[src/rtl/otter_tmr_pkg.sv]
// Shared definitions for the OTTER IOBUS timer/counter: register offsets,
// CTRL bit positions and FSM state type.
package otter_tmr_pkg;

    localparam int unsigned DATA_W = 32;
    localparam int unsigned PSC_W  = 8;

    localparam logic [3:0] OFF_CTRL = 4'h0;
    localparam logic [3:0] OFF_TC   = 4'h4;
    localparam logic [3:0] OFF_CNT  = 4'h8;
    localparam logic [3:0] OFF_STAT = 4'hC;

    localparam int unsigned CTRL_EN      = 0;
    localparam int unsigned CTRL_AUTO    = 1;
    localparam int unsigned CTRL_IE      = 2;
    localparam int unsigned CTRL_CLR     = 3;
    localparam int unsigned CTRL_PSC_LSB = 8;
    localparam int unsigned CTRL_PSC_MSB = 15;

    localparam int unsigned STAT_FLAG = 0;

    typedef enum logic {
        IDLE = 1'b0,
        RUN  = 1'b1
    } tmr_state_t;

endpackage

[src/rtl/otter_tmr_prescaler.sv]
// Clock prescaler: counts 0..psc and flags a tick on the terminal value.
module otter_tmr_prescaler
    import otter_tmr_pkg::*;
(
    input  logic             CLK,
    input  logic             RST,
    input  logic             clr,
    input  logic [PSC_W-1:0] psc,
    output logic             tick
);

    logic [PSC_W-1:0] pcount;

    always_ff @(posedge CLK) begin
        if (RST || clr || (pcount == psc)) begin
            pcount <= '0;
        end else begin
            pcount <= PSC_W'(pcount + PSC_W'(1));
        end
    end

    assign tick = (pcount == psc);

endmodule

[src/rtl/otter_timer_counter.sv]
// Memory-mapped OTTER IOBUS timer/counter with one-shot/auto-reload and a W1C
// interrupt flag. Define TMR_PRESCALE_EN to build the CTRL[15:8] prescaler.
module otter_timer_counter
    import otter_tmr_pkg::*;
#(
    parameter logic [31:0] BASE_ADDR = 32'h1120_0000
) (
    input  logic              CLK,
    input  logic              RST,
    input  logic [DATA_W-1:0] IOBUS_ADDR,
    input  logic [DATA_W-1:0] IOBUS_OUT,
    input  logic              IOBUS_WR,
    output logic              TMR_SEL,
    output logic [DATA_W-1:0] TMR_RDATA,
    output logic              TMR_INTR
);

    tmr_state_t        state, state_nxt;
    logic              ctrl_en, ctrl_auto, ctrl_ie;
    logic              en_nxt, auto_nxt, ie_nxt;
    logic [DATA_W-1:0] tc, tc_nxt;
    logic [DATA_W-1:0] cnt, cnt_nxt;
    logic              flag, flag_nxt;
    logic              intr;

    logic              sel_c;
    logic [3:0]        off_c;
    logic              wr_ctrl_c, wr_tc_c, wr_stat_c;
    logic              tick_c;
    logic [PSC_W-1:0]  psc_rd_c;
    logic [DATA_W-1:0] rdata_c;
    logic              unused_c;

    assign sel_c     = (IOBUS_ADDR[31:4] == BASE_ADDR[31:4]);
    assign off_c     = {IOBUS_ADDR[3:2], 2'b00};
    assign wr_ctrl_c = IOBUS_WR && sel_c && (off_c == OFF_CTRL);
    assign wr_tc_c   = IOBUS_WR && sel_c && (off_c == OFF_TC);
    assign wr_stat_c = IOBUS_WR && sel_c && (off_c == OFF_STAT);

`ifdef TMR_PRESCALE_EN
    logic [PSC_W-1:0] ctrl_psc, psc_nxt;
    logic             psc_tick;

    // Prescaler phase restarts on every CTRL write and is held while idle.
    otter_tmr_prescaler u_prescaler (
        .CLK  (CLK),
        .RST  (RST),
        .clr  (wr_ctrl_c || (state == IDLE)),
        .psc  (ctrl_psc),
        .tick (psc_tick)
    );

    assign tick_c   = (state == RUN) && psc_tick;
    assign psc_rd_c = ctrl_psc;
    assign unused_c = ^{IOBUS_ADDR[1:0], IOBUS_OUT[31:16], IOBUS_OUT[7:4]};
`else
    assign tick_c   = (state == RUN);
    assign psc_rd_c = '0;
    assign unused_c = ^{IOBUS_ADDR[1:0], IOBUS_OUT[31:8], IOBUS_OUT[7:4]};
`endif

    // Next-state: software writes first, then terminal-count effects so that
    // a simultaneous flag set beats a W1C and a one-shot stop beats an EN write.
    always_comb begin
        state_nxt = state;
        en_nxt    = ctrl_en;
        auto_nxt  = ctrl_auto;
        ie_nxt    = ctrl_ie;
        tc_nxt    = tc;
        cnt_nxt   = cnt;
        flag_nxt  = flag;
`ifdef TMR_PRESCALE_EN
        psc_nxt   = ctrl_psc;
`endif

        if (wr_ctrl_c) begin
            en_nxt   = IOBUS_OUT[CTRL_EN];
            auto_nxt = IOBUS_OUT[CTRL_AUTO];
            ie_nxt   = IOBUS_OUT[CTRL_IE];
`ifdef TMR_PRESCALE_EN
            psc_nxt  = IOBUS_OUT[CTRL_PSC_MSB:CTRL_PSC_LSB];
`endif
        end
        if (wr_tc_c) begin
            tc_nxt = IOBUS_OUT;
        end
        if (wr_stat_c && IOBUS_OUT[STAT_FLAG]) begin
            flag_nxt = 1'b0;
        end

        case (state)
            IDLE: begin
                if (wr_ctrl_c && IOBUS_OUT[CTRL_EN]) begin
                    state_nxt = RUN;
                end
            end
            RUN: begin
                if (wr_ctrl_c && !IOBUS_OUT[CTRL_EN]) begin
                    state_nxt = IDLE;
                end
                if (tick_c) begin
                    if (cnt >= tc) begin
                        cnt_nxt  = '0;
                        flag_nxt = 1'b1;
                        if (!ctrl_auto) begin
                            en_nxt    = 1'b0;
                            state_nxt = IDLE;
                        end
                    end else begin
                        cnt_nxt = DATA_W'(cnt + DATA_W'(1));
                    end
                end
            end
            default: state_nxt = IDLE;
        endcase

        if (wr_ctrl_c && IOBUS_OUT[CTRL_CLR]) begin
            cnt_nxt = '0;
        end
    end

    always_ff @(posedge CLK) begin
        if (RST) begin
            state     <= IDLE;
            ctrl_en   <= 1'b0;
            ctrl_auto <= 1'b0;
            ctrl_ie   <= 1'b0;
            tc        <= '0;
            cnt       <= '0;
            flag      <= 1'b0;
            intr      <= 1'b0;
`ifdef TMR_PRESCALE_EN
            ctrl_psc  <= '0;
`endif
        end else begin
            state     <= state_nxt;
            ctrl_en   <= en_nxt;
            ctrl_auto <= auto_nxt;
            ctrl_ie   <= ie_nxt;
            tc        <= tc_nxt;
            cnt       <= cnt_nxt;
            flag      <= flag_nxt;
            intr      <= flag_nxt && ie_nxt;
`ifdef TMR_PRESCALE_EN
            ctrl_psc  <= psc_nxt;
`endif
        end
    end

    // Combinational readback of the addressed register; zero outside the window.
    always_comb begin
        rdata_c = '0;
        if (sel_c) begin
            case (off_c)
                OFF_CTRL: rdata_c = {16'h0000, psc_rd_c, 4'h0, 1'b0, ctrl_ie, ctrl_auto, ctrl_en};
                OFF_TC:   rdata_c = tc;
                OFF_CNT:  rdata_c = cnt;
                OFF_STAT: rdata_c = {31'h0, flag};
                default:  rdata_c = '0;
            endcase
        end
    end

    assign TMR_SEL   = sel_c;
    assign TMR_RDATA = rdata_c;
    assign TMR_INTR  = intr;

endmodule

[config.mk]
export PLATFORM = sky130hd
export DESIGN_NAME = otter_timer_counter
export DESIGN_NICKNAME = d
export VERILOG_FILES = /design/src/rtl/otter_tmr_pkg.sv /design/src/rtl/otter_tmr_prescaler.sv /design/src/rtl/otter_timer_counter.sv
export SDC_FILE = /design/constraint.sdc
export NUM_CORES = 1
export LEC_CHECK = 0
export ABC_AREA = 0
export CAP_MARGIN = 0
export CELL_PAD_IN_SITES_DETAIL_PLACEMENT = 2
export CELL_PAD_IN_SITES_GLOBAL_PLACEMENT = 2
export CORE_MARGIN = 8
export CORE_UTILIZATION = 26
export DETAILED_ROUTE_END_ITERATION = 10
export PLACE_DENSITY_LB_ADDON = 0.2
export SETUP_SLACK_MARGIN = 0.4
export SYNTH_ARGS = -nofsm -noshare
export SYNTH_HDL_FRONTEND = slang
export SYNTH_HIERARCHICAL = 1
export SYNTH_SLANG_ARGS = --single-unit
export TNS_END_PERCENT = 1
[constraint.sdc]
create_clock -name CLK -period 2.3 [get_ports CLK]
set_input_delay 0.345 -clock CLK [delete_from_list [all_inputs] [get_ports CLK]]
set_output_delay 0.345 -clock CLK [all_outputs]
set_load 0.02 [all_outputs]
# == After elaboration in Yosys (flattened, before gate mapping) ==
# Cells that the tools add are included.
# op_classes
div,0
magnitude_cmp,1
muxes,16
multipliers,0
bitwise_logic,1
eq_ne,4
add_sub_neg,1
n_shift,0
reduce_logical,12
# op_table
operator,n
32-bit one-hot mux with 4 select lines,1
32-bit two-way mux,2
32-bit by 1-bit adder with 32-bit output (second input constant),1
32-bit >= comparator,1
28-bit by 25-bit equality test with 1-bit output (second input constant),1
1-bit two-way mux,12
1-bit logical AND,9
2-bit equality test (second input constant),2
4-bit zero test,1
2-bit by 1-bit equality test with 1-bit output (second input constant),1
1-bit one-hot mux with 2 select lines,1
2-bit OR reduction,1
1-bit zero test,1
1-bit inverter,1
# totals
ramBits,0
memories,0
ff_bits,70
input_bits,67
mem_bits_ro,0
latchBits,0

# == Longest topological paths before layout ==
# Gate-level depths: netlist of run 1.
# logic_depth
ltp_word,8
mapped_depth,10
depth_no_buf,8

# == Worst setup path before layout of run 1 ==
# No wires, ideal clock.
# synth_timing
path_kind,flip-flop to flip-flop
start,register tc[14]
end,register ctrl_en
setup_ns,0.133
setup_slack_ns,-0.062
required_ns,2.167
stages_incl_launch_ff,10
n_path_buf,1
t_arrival_ns,2.229
path_cell_list,dfxtp_1 > inv_1 > ha_1 > nand4_1 > or4_1 > o32ai_2 > o311ai_4 > a21boi_2 > buf_4 > a211oi_1
# synth_via
elab_chain_len,3
# synth_rtl
element,line_no,text
start: declaration,otter_timer_counter.sv:21,"logic [DATA_W-1:0] tc, tc_nxt;"
start signal: assignment,otter_timer_counter.sv:140,tc <= tc_nxt;
32-bit >= comparator,otter_timer_counter.sv:102,if (cnt >= tc) begin
1-bit two-way mux,otter_timer_counter.sv:102,
1-bit two-way mux,otter_timer_counter.sv:91,case (state)
end signal: assignment,otter_timer_counter.sv:137,ctrl_en <= en_nxt;
end: declaration,otter_timer_counter.sv:19,"logic ctrl_en, ctrl_auto, ctrl_ie;"
# No other way between the ends.
# A chain may end at the register's enable or synchronous reset.

# == Worst setup path after layout of run 1 ==
# layout_timing
start,register tc[9]
end,register state
# layout_via
elab_chain_len,3
# layout_rtl
element,line_no,text
32-bit >= comparator,otter_timer_counter.sv:102,
1-bit two-way mux,otter_timer_counter.sv:102,
1-bit one-hot mux with 2 select lines,otter_timer_counter.sv:91,
end signal: assignment,otter_timer_counter.sv:136,state <= state_nxt;
end: declaration,otter_timer_counter.sv:18,"tmr_state_t state, state_nxt;"
# No other way between the ends.

==> reports/qor_table.md, run 1 <==
| Stage | Quantity | Value |
|:---|:---|:---|
| worst setup path | Startpoint kind of the worst setup timing path | flip-flop |
| power | Internal power summed over all cells | 2.32 mW |
| yosys | Number of instances in the synthesized netlist | 504 |
| worst setup path | Number of gates on the worst path with buffers counted | 10 |
| worst setup path | Worst Reg-to-Reg Cells | 10 |
| layout | Number of fill cells | 1745 |
| clock network | Clock-pin slew on the worst setup and hold paths | 0.06 ns |
| grt | Global-route total usage across every layer | 16.3% |
| yosys | Synthesized net count | 604 |
| yosys | Synth Register Bits | 70 |
| power | Static Leak | 2.44 nW |
| min path | Start point of the worst hold path | ctrl_auto$_SDFFE_PP0N_ |
| yosys | Dominant register cell in the synthesized netlist | sky130_fd_sc_hd__dfxtp_1 |
| power | Combinational fraction of design power | 6.4% |
| layout | Layout Area Growth over Synthesis | 52.3% |
| routing | Initial drt markers | 124 |
| outcome | Result of the run | finished, violations left |
| sta | Setup repair after global routing missed its margin | yes |
| min path | Worst Hold Class | flip-flop to flip-flop |
| sta | Highest Clock Rate | 405 MHz |
| worst setup path | Endpoint type of the worst setup path | flip-flop |
| floorplan | I/O Pins | 101 |
| floorplan | Number of core rows | 46 |
| sta | Total setup violations reported at the end of the flow | 32 |
| grt | Wire length of the first global-routing pass | 26000 um |
| sta | PnR worst setup slack | -0.166 ns |
| job | Max-capacitance violation count | 0 |
| power | Max IR drop VDD | 0.300 mV |
| worst setup path | Data required time of the critical path | 2.52 ns |
| grt | Total global routing overflow | 0 |
| power | Switching power as a share of total power | 21.5% |
| yosys | Async SR Flop Fraction | 0% |
| power | Reported net switching power | 636 uW |
| power | Overall power | 2.96 mW |
| yosys | Mean cell area of the mapped netlist | 8.32 um2 |
| layout | Fraction of layout cells with a size suffix above 1 | 23.8% |
| layout | End-of-flow core utilization | 40.3% |
| sta | Tightest slew margin relative to the limit | 72.5% |
| routing | Detail-routed net length per standard cell | 18.3 um |
| worst setup path | Family with the most delay on the worst path | simple AND/OR/NAND/NOR gates |
| routing | Routed vias | 4242 |
| layout | Nets | 761 |
| power | P per Cell Area | 463 nW/um2 |
| sta | Number of hold violations in the final report | 0 |
| min path | Hold Crit Depth | 2 |
| routing | Number of antenna-violating nets in the routed design | 0 |
| yosys | Share of Yosys cell area claimed by the top area cell type | 33.4% |
| floorplan | Die area | 20400 um2 |
| yosys | Count of flip-flops with a built-in enable after synthesis | 0 |
| placement | Half-perimeter wire length after detailed placement | 12200 um |
| routing | Routed via count divided by cell count | 4.81 |
| clock network | Sink count of the clock tree | 70 |
| yosys | Portion of the post-synthesis area used by sequential elements | 33.4% |
| sta | Post-layout min period | 2.47 ns |
| power | Flop pwr share | 41.0% |
| floorplan | Die W | 143 um |
| layout | Antenna diodes | 0 |
| placement | Weighted congestion reported at the end of routability-driven placement | 0.776 |
| grt | Number of antenna violations at the first check in global routing | 0 |
| worst setup path | R2r startpoint | tc[9]$_SDFFE_PP0P_ |
| clock network | Total CTS buffers | 9 |
| routing | Number of remaining DRC errors | 0 |
| outcome | Violations in the final reports | setup timing |
| sta | Worst Max-Slew Pin Slew | 0.408 ns |
| placement | Placed instance area | 5940 um2 |
| sta | Final cycle utilization of the critical path | 107% |
| placement | Number of cells after detailed placement | 861 |
| layout | Layout Cell Area excl Fill | 6380 um2 |
| sta | Number of slew-limit violations in the final report | 0 |
| clock network | CTS Root Cell | sky130_fd_sc_hd__clkbuf_16 |
| worst setup path | Data arrival time of the critical path | 2.68 ns |
| sta | Worst Clk Skew | 0.00888 ns |
| worst setup path | First element of the critical path | tc[9]$_SDFFE_PP0P_ |
| floorplan | Initial cell density of the core | 26.5% |
| clock network | Maximum clock insertion buffer count | 2 |
| layout | Final Non-Filler Cells | 881 |
| grt | Number of global-route vias before repair | 4950 |
| worst setup path | Critical-path cell with the highest stage delay | sky130_fd_sc_hd__or4_4 |
| yosys | Top cells by area in the synthesized netlist | sky130_fd_sc_hd__dfxtp_1 (33%), sky130_fd_sc_hd__ha_1 (9.8%), sky130_fd_sc_hd__mux2i_1 (9.1%) |
| yosys | Post-synthesis instance area | 4190 um2 |
| clock network | Clock tree from TritonCTS | yes |
| clock network | Clock latency on the worst-skew pair | 0.34 ns |
| worst setup path | Peak per-stage delay on the critical path | 0.59 ns |
| clock network | H-tree level count | 3 |
| placement | Port Buffers | 98 |
| grt | Pin count of the biggest net entering global routing | 34 |
| floorplan | Core area | 15800 um2 |
| routing | DRT Pass-1 Iters | 4 |
| worst setup path | Critical path buffers and inverters | 3 |
| worst setup path | Highest net fanout along the worst path | 10 |
| clock network | Number of hold-repair buffers added at the cts stage | 0 |
| worst setup path | R2R Setup Slk | -0.17 ns |
| worst setup path | Ordered list of cells on the worst path | inv_2 > ha_4 > nand4_1 > or4_4 > o32ai_4 > o311ai_4 > a21boi_4 > buf_6 > buf_12 > a211oi_1 |
| worst setup path | Worst setup path class | flip-flop to flip-flop |
| floorplan | Die height | 143 um |
| yosys | Number of distinct library cell variants in the gate-level netlist after synthesis | 47 |
| power | Relative contribution of the clock network to total power | 52.6% |
| routing | Total wire length after detailed routing | 16100 um |
| yosys | Top cell type by total area after synthesis | sky130_fd_sc_hd__dfxtp_1 |
| yosys | Count of yosys warnings during synthesis | 6 |
[state kept, by name, summed over array words and instances (netlist names)]
signal,cells
ctrl_ie,1
state,1
ctrl_en,1
flag,1
tc,32
TMR_INTR,1
cnt,32
ctrl_auto,1
[logic make-up after synthesis]
| kind of cell | Yosys count | share of synthesized area [%] |
|---|---|---|
| AND/OR/NAND/NOR | 196 | 22.4 |
| buffers and inverters | 69 | 6.77 |
| flip-flops | 70 | 33.4 |
| multiplexers | 39 | 9.61 |
| adder cells (fa/ha/maj) | 33 | 9.85 |
| AO/OA/AOI/OAI | 69 | 12.1 |
| XOR/XNOR | 28 | 5.85 |
[synth_stat cells (all sizes together) (2+ instances only)]
| library cell | n |
|---|---|
| xor2 | 15 |
| nand2 | 20 |
| dfxtp | 70 |
| a211oi | 3 |
| o21ai | 4 |
| ha | 33 |
| inv | 40 |
| or4 | 2 |
| nor2b | 4 |
| buf | 9 |
| or2 | 3 |
| and3 | 5 |
| nand2b | 5 |
| nor2 | 81 |
| a21oi | 17 |
| o21a | 2 |
| mux2i | 38 |
| xnor2 | 13 |
| nand3 | 16 |
| a21boi | 2 |
| a22oi | 29 |
| nor4b | 3 |
| nor4 | 7 |
| clkbuf | 20 |
| nand4 | 13 |
| a21o | 2 |
| nor3 | 33 |
[worst paths after layout]
path,end
worst max-delay path,state$_SDFF_PP0_
worst min register to register,ctrl_en$_SDFF_PP0_
worst max register to register,state$_SDFF_PP0_
worst min-delay path,ctrl_en$_SDFF_PP0_
[routing by layer]
layer	wire (um)	vias up	global-route usage (%)
li1	-	2072	-
met1	7070	2081	18.8
met2	8200	71	29.3
met3	523	18	2.70
met4	295	0	6.49
met5	0	-	0
[cell usage in the layout, fill, tap and decap left out, types with 4 or more instances in the layout]
cell type	synthesis	final
sky130_fd_sc_hd__dlygate4sd2_1	0	16
sky130_fd_sc_hd__nand2b_1	5	5
sky130_fd_sc_hd__xnor2_1	13	13
sky130_fd_sc_hd__mux2i_1	38	38
sky130_fd_sc_hd__nand4_1	13	13
sky130_fd_sc_hd__nor2_1	81	81
sky130_fd_sc_hd__a21oi_1	17	17
sky130_fd_sc_hd__and3_1	5	4
sky130_fd_sc_hd__clkbuf_16	0	9
sky130_fd_sc_hd__buf_6	0	5
sky130_fd_sc_hd__o21ai_0	4	4
sky130_fd_sc_hd__buf_12	0	5
sky130_fd_sc_hd__nor4_2	2	6
sky130_fd_sc_hd__ha_1	33	30
sky130_fd_sc_hd__xor2_1	15	15
sky130_fd_sc_hd__buf_4	6	98
sky130_fd_sc_hd__dfxtp_1	70	65
sky130_fd_sc_hd__nor3_1	33	33
sky130_fd_sc_hd__dfxtp_2	0	5
sky130_fd_sc_hd__a22oi_1	29	29
sky130_fd_sc_hd__nand3_1	16	16
sky130_fd_sc_hd__inv_1	39	36
sky130_fd_sc_hd__clkdlybuf4s50_1	0	46
sky130_fd_sc_hd__nand2_1	20	20
[through the flow]
stage	setup TNS [ns]	hold slack, ns	worst slack, ns
final	-3.90	0.514	-0.166
after global routing	-9.07	0.537	-0.251
after CTS	-2.88	0.514	-0.140
after detailed placement	-48.19	0.505	-0.644
after global placement	-34.44	0.498	-0.523
after floorplan	-0.0323	0.466	-0.0159
[power by group through the flow]
stage / clock network (mW) / registers (mW) / logic (mW)
after floorplan: 0 / 1.24 / 0.0408
after detailed placement: 0 / 1.24 / 0.191
after CTS: 1.60 / 1.21 / 0.190
after global routing: 1.65 / 1.21 / 0.200
final: 1.56 / 1.21 / 0.188
after global placement: 0 / 1.24 / 0.186
[layout make-up]
class	instances	area [um2]	share of cell area [%]
multi-input combinational	365	2670	41.7
timing repair buffer	175	1560	24.5
sequential	70	1410	22.1
tap	216	270	4.23
clock buffer	11	253	3.96
inverter	40	155	2.43
clock inverter	4	70.1	1.10
[worst min-delay path, delay by kind of cell, from the launching register on]
kind            cells  cell delay [ns]
flops               1             0.32
buf+inv             1             0.07
compound gates      1             0.06
[what timing repair did]
action | in CTS | in global routing
cloned | 1 | 0
setup buffers | 4 | 0
setup endpoints to repair | 103 | 103
resized for setup | 208 | 5
pin swaps | 31 | 7
No activity file was read; power rests on OpenSTA's default activity.
==> run 2, diff against run 1 <==
==> constraint.sdc (replaced) <==
create_clock -name CLK -period 2.1 [get_ports CLK]
set_input_delay 0.63 -clock CLK [delete_from_list [all_inputs] [get_ports CLK]]
set_output_delay 0.63 -clock CLK [all_outputs]
set_load 0.02 [all_outputs]
==> reports/qor_table.md, run 2 (synthesis gave the netlist of run 1 again) <==
| Stage | Quantity | Value | Change |
|:---|:---|:---|:---|
| layout | Nets | 790 | +3.8% |
| routing | Initial drt markers | 135 | +8.9% |
| worst setup path | Peak per-stage delay on the critical path | 0.33 ns | -0.26 ns |
| sta | Worst Max-Slew Pin Slew | 0.628 ns | +0.220 ns |
| grt | Number of antenna violations at the first check in global routing | 1 | +1 |
| floorplan | Die height | 143 um | unchanged |
| worst setup path | Highest net fanout along the worst path | 8 | -2 |
| sta | Final cycle utilization of the critical path | 127% |  |
| routing | Routed via count divided by cell count | 4.88 | +1.4% |
| outcome | Result of the run | finished, violations left |  |
| worst setup path | Ordered list of cells on the worst path | buf_6 > nor4_4 > nand4_1 > or2_4 > buf_12 > buf_12 > nor2_4 > buf_6 |  |
| clock network | Total CTS buffers | 9 | unchanged |
| grt | Number of global-route vias before repair | 5066 | +2.3% |
| routing | Detail-routed net length per standard cell | 19.7 um | +8.0% |
| grt | Global-route total usage across every layer | 17.7% | +1.4 points |
| power | P per Cell Area | 442 nW/um2 | -4.5% |
| worst setup path | Data required time of the critical path | 1.47 ns | -1.05 ns |
| grt | Pin count of the biggest net entering global routing | 33 | -2.9% |
| placement | Half-perimeter wire length after detailed placement | 12600 um | +3.5% |
| sta | PnR worst setup slack | -0.572 ns | -0.406 ns |
| power | Max IR drop VDD | 0.508 mV | +69% |
| sta | Number of slew-limit violations in the final report | 0 | unchanged |
| worst setup path | Data arrival time of the critical path | 2.04 ns | -0.64 ns |
| worst setup path | Worst Reg-to-Reg Cells | 9 | -1 |
| worst setup path | Endpoint type of the worst setup path | output port |  |
| placement | Port Buffers | 98 | unchanged |
| sta | Total setup violations reported at the end of the flow | 102 | +220% |
| clock network | Maximum clock insertion buffer count | 2 | unchanged |
| routing | Number of antenna-violating nets in the routed design | 0 | unchanged |
| worst setup path | Startpoint kind of the worst setup timing path | primary input |  |
| sta | Post-layout min period | 2.67 ns |  |
| floorplan | Die W | 143 um | unchanged |
| clock network | Clock tree from TritonCTS | yes |  |
| layout | Layout Area Growth over Synthesis | 68.6% |  |
| worst setup path | Critical path buffers and inverters | 4 | +1 |
| clock network | Clock-pin slew on the worst setup and hold paths | 0.06 ns | about the same |
| clock network | Number of hold-repair buffers added at the cts stage | 0 | unchanged |
| layout | Fraction of layout cells with a size suffix above 1 | 36.3% | +12 points |
| layout | Largest regs | cnt x32, tc x32 |  |
| job | Max-capacitance violation count | 0 | unchanged |
| clock network | H-tree level count | 3 | unchanged |
| floorplan | Core area | 15800 um2 | unchanged |
| worst setup path | R2R Setup Slk | -0.28 ns | -0.11 ns |
| sta | Setup repair after global routing missed its margin | yes |  |
| min path | End of the worst hold path | tc[20]$_SDFFE_PP0P_ |  |
| grt | Total global routing overflow | 0 | unchanged |
| power | Overall power | 3.13 mW | +5.7% |
| grt | Wire length of the first global-routing pass | 28000 um | +7.4% |
| min path | Worst Hold Class | flip-flop to flip-flop |  |
| floorplan | I/O Pins | 101 | unchanged |
| placement | Weighted congestion reported at the end of routability-driven placement | 0.790 | +1.8% |
| sta | Highest Clock Rate | 374 MHz |  |
| sta | Number of hold violations in the final report | 0 | unchanged |
| clock network | CTS Root Cell | sky130_fd_sc_hd__clkbuf_16 |  |
| min path | Start point of the worst hold path | tc[20]$_SDFFE_PP0P_ |  |
| routing | Routed vias | 4452 | +5.0% |
| worst setup path | Family with the most delay on the worst path | simple AND/OR/NAND/NOR gates |  |
| worst setup path | R2r startpoint | tc[9]$_SDFFE_PP0P_ |  |
| floorplan | Number of core rows | 46 | unchanged |
| worst setup path | Worst setup path class | primary input to output port |  |
| clock network | Clock latency on the worst-skew pair | 0.35 ns | about the same |
| routing | Number of remaining DRC errors | 0 | unchanged |
| floorplan | Die area | 20400 um2 | unchanged |
| sta | Worst Clk Skew | 0.00925 ns | +0.000368 ns |
| routing | Total wire length after detailed routing | 18000 um | +12% |
| placement | Setup Slack @ Placement | -1.29 ns | -0.643 ns |
| power | Static Leak | 2.64 nW | +8.2% |
| min path | Hold Crit Depth | 2 | unchanged |
| layout | Most common cell after layout, fill and taps aside | sky130_fd_sc_hd__buf_4 |  |
| layout | Top library cells by usage in the layout, fill and taps aside | sky130_fd_sc_hd__buf_4 (90), sky130_fd_sc_hd__dfxtp_1 (66), sky130_fd_sc_hd__nor2_1 (51) |  |
| floorplan | Initial cell density of the core | 26.5% | unchanged |
| worst setup path | Reg-to-reg critical path endpoint | ctrl_en$_SDFF_PP0_ |  |
| outcome | Violations in the final reports | setup timing |  |
| clock network | Sink count of the clock tree | 70 | unchanged |
| routing | DRT Pass-1 Iters | 4 | unchanged |
| sta | Tightest slew margin relative to the limit | 57.8% | -15 points |
| worst setup path | Critical-path cell with the highest stage delay | sky130_fd_sc_hd__or2_4 |  |
[run 2: per-stage QoR]
stage | instances | hold slack, ns | setup TNS (ns) | instance area [um2] | utilization [%]
after floorplan | 504 | 0.466 | -20.06 | 4600 | -
after global placement | 884 | 0.501 | -84.60 | 6430 | 40.6
after detailed placement | 884 | 0.525 | -87.66 | 6430 | 40.6
after CTS | 906 | 0.546 | -25.29 | 6930 | 43.8
after global routing | 912 | 0.579 | -38.04 | 7070 | 44.7
final | 912 | 0.546 | -30.46 | 7070 | 44.7
[run 2: worst register-to-register path, cell delays in order (launching register included)]
cell	delay, ns
sky130_fd_sc_hd__dfxtp_2	0.34
sky130_fd_sc_hd__inv_2	0.04
sky130_fd_sc_hd__ha_4	0.26
sky130_fd_sc_hd__nand4_1	0.15
sky130_fd_sc_hd__or4_4	0.56
sky130_fd_sc_hd__o32ai_4	0.25
sky130_fd_sc_hd__o311ai_4	0.12
sky130_fd_sc_hd__a21boi_2	0.24
sky130_fd_sc_hd__buf_4	0.21
sky130_fd_sc_hd__a211oi_1	0.09
[run 2: repair_timing]
action                     4_1_cts  5_1_grt
resized for setup              326       21
setup endpoints to repair      104      103
cloned                           2        0
pin swaps                       19       15
setup buffers                    4        5
[run 2: cell type report]
| type | count | area [um2] |
|---|---|---|
| clock buffer | 9 | 225 |
| fill | 1687 | 8760 |
| timing repair buffer | 204 | 1950 |
| clock inverter | 7 | 72.6 |
| inverter | 40 | 158 |
| antenna | 1 | 2.50 |
| sequential | 70 | 1410 |
| tap | 216 | 270 |
| multi-input combinational | 365 | 2980 |
[run 2: where the power goes]
part,internal (mW),switching [mW]
registers,1.33,0.000000000332
clock network,0.921,0.647
logic,0.128,0.102
[run 2: routing by layer]
metal	up-vias	track usage [%]	share of wire, %
li1	2137	-	-
met1	2240	18.7	38
met2	57	33.8	57
met3	18	3.94	3.3
met4	0	6.04	1.6
met5	-	0	0
[run 2: worst max-delay path by stage]
stage | from | endpoint | slack, ns | depth (start not counted)
4_1_cts | IOBUS_ADDR[30] | TMR_RDATA[19] | -0.57 | 8
3_3_place_gp | IOBUS_ADDR[11] | TMR_RDATA[17] | -1.26 | 7
3_5_place_dp | IOBUS_ADDR[11] | TMR_RDATA[12] | -1.29 | 7
6_report | IOBUS_ADDR[13] | TMR_RDATA[13] | -0.57 | 8
5_1_grt | IOBUS_ADDR[6] | TMR_RDATA[22] | -0.63 | 8
2_1_floorplan | IOBUS_ADDR[10] | TMR_RDATA[10] | -0.22 | 6
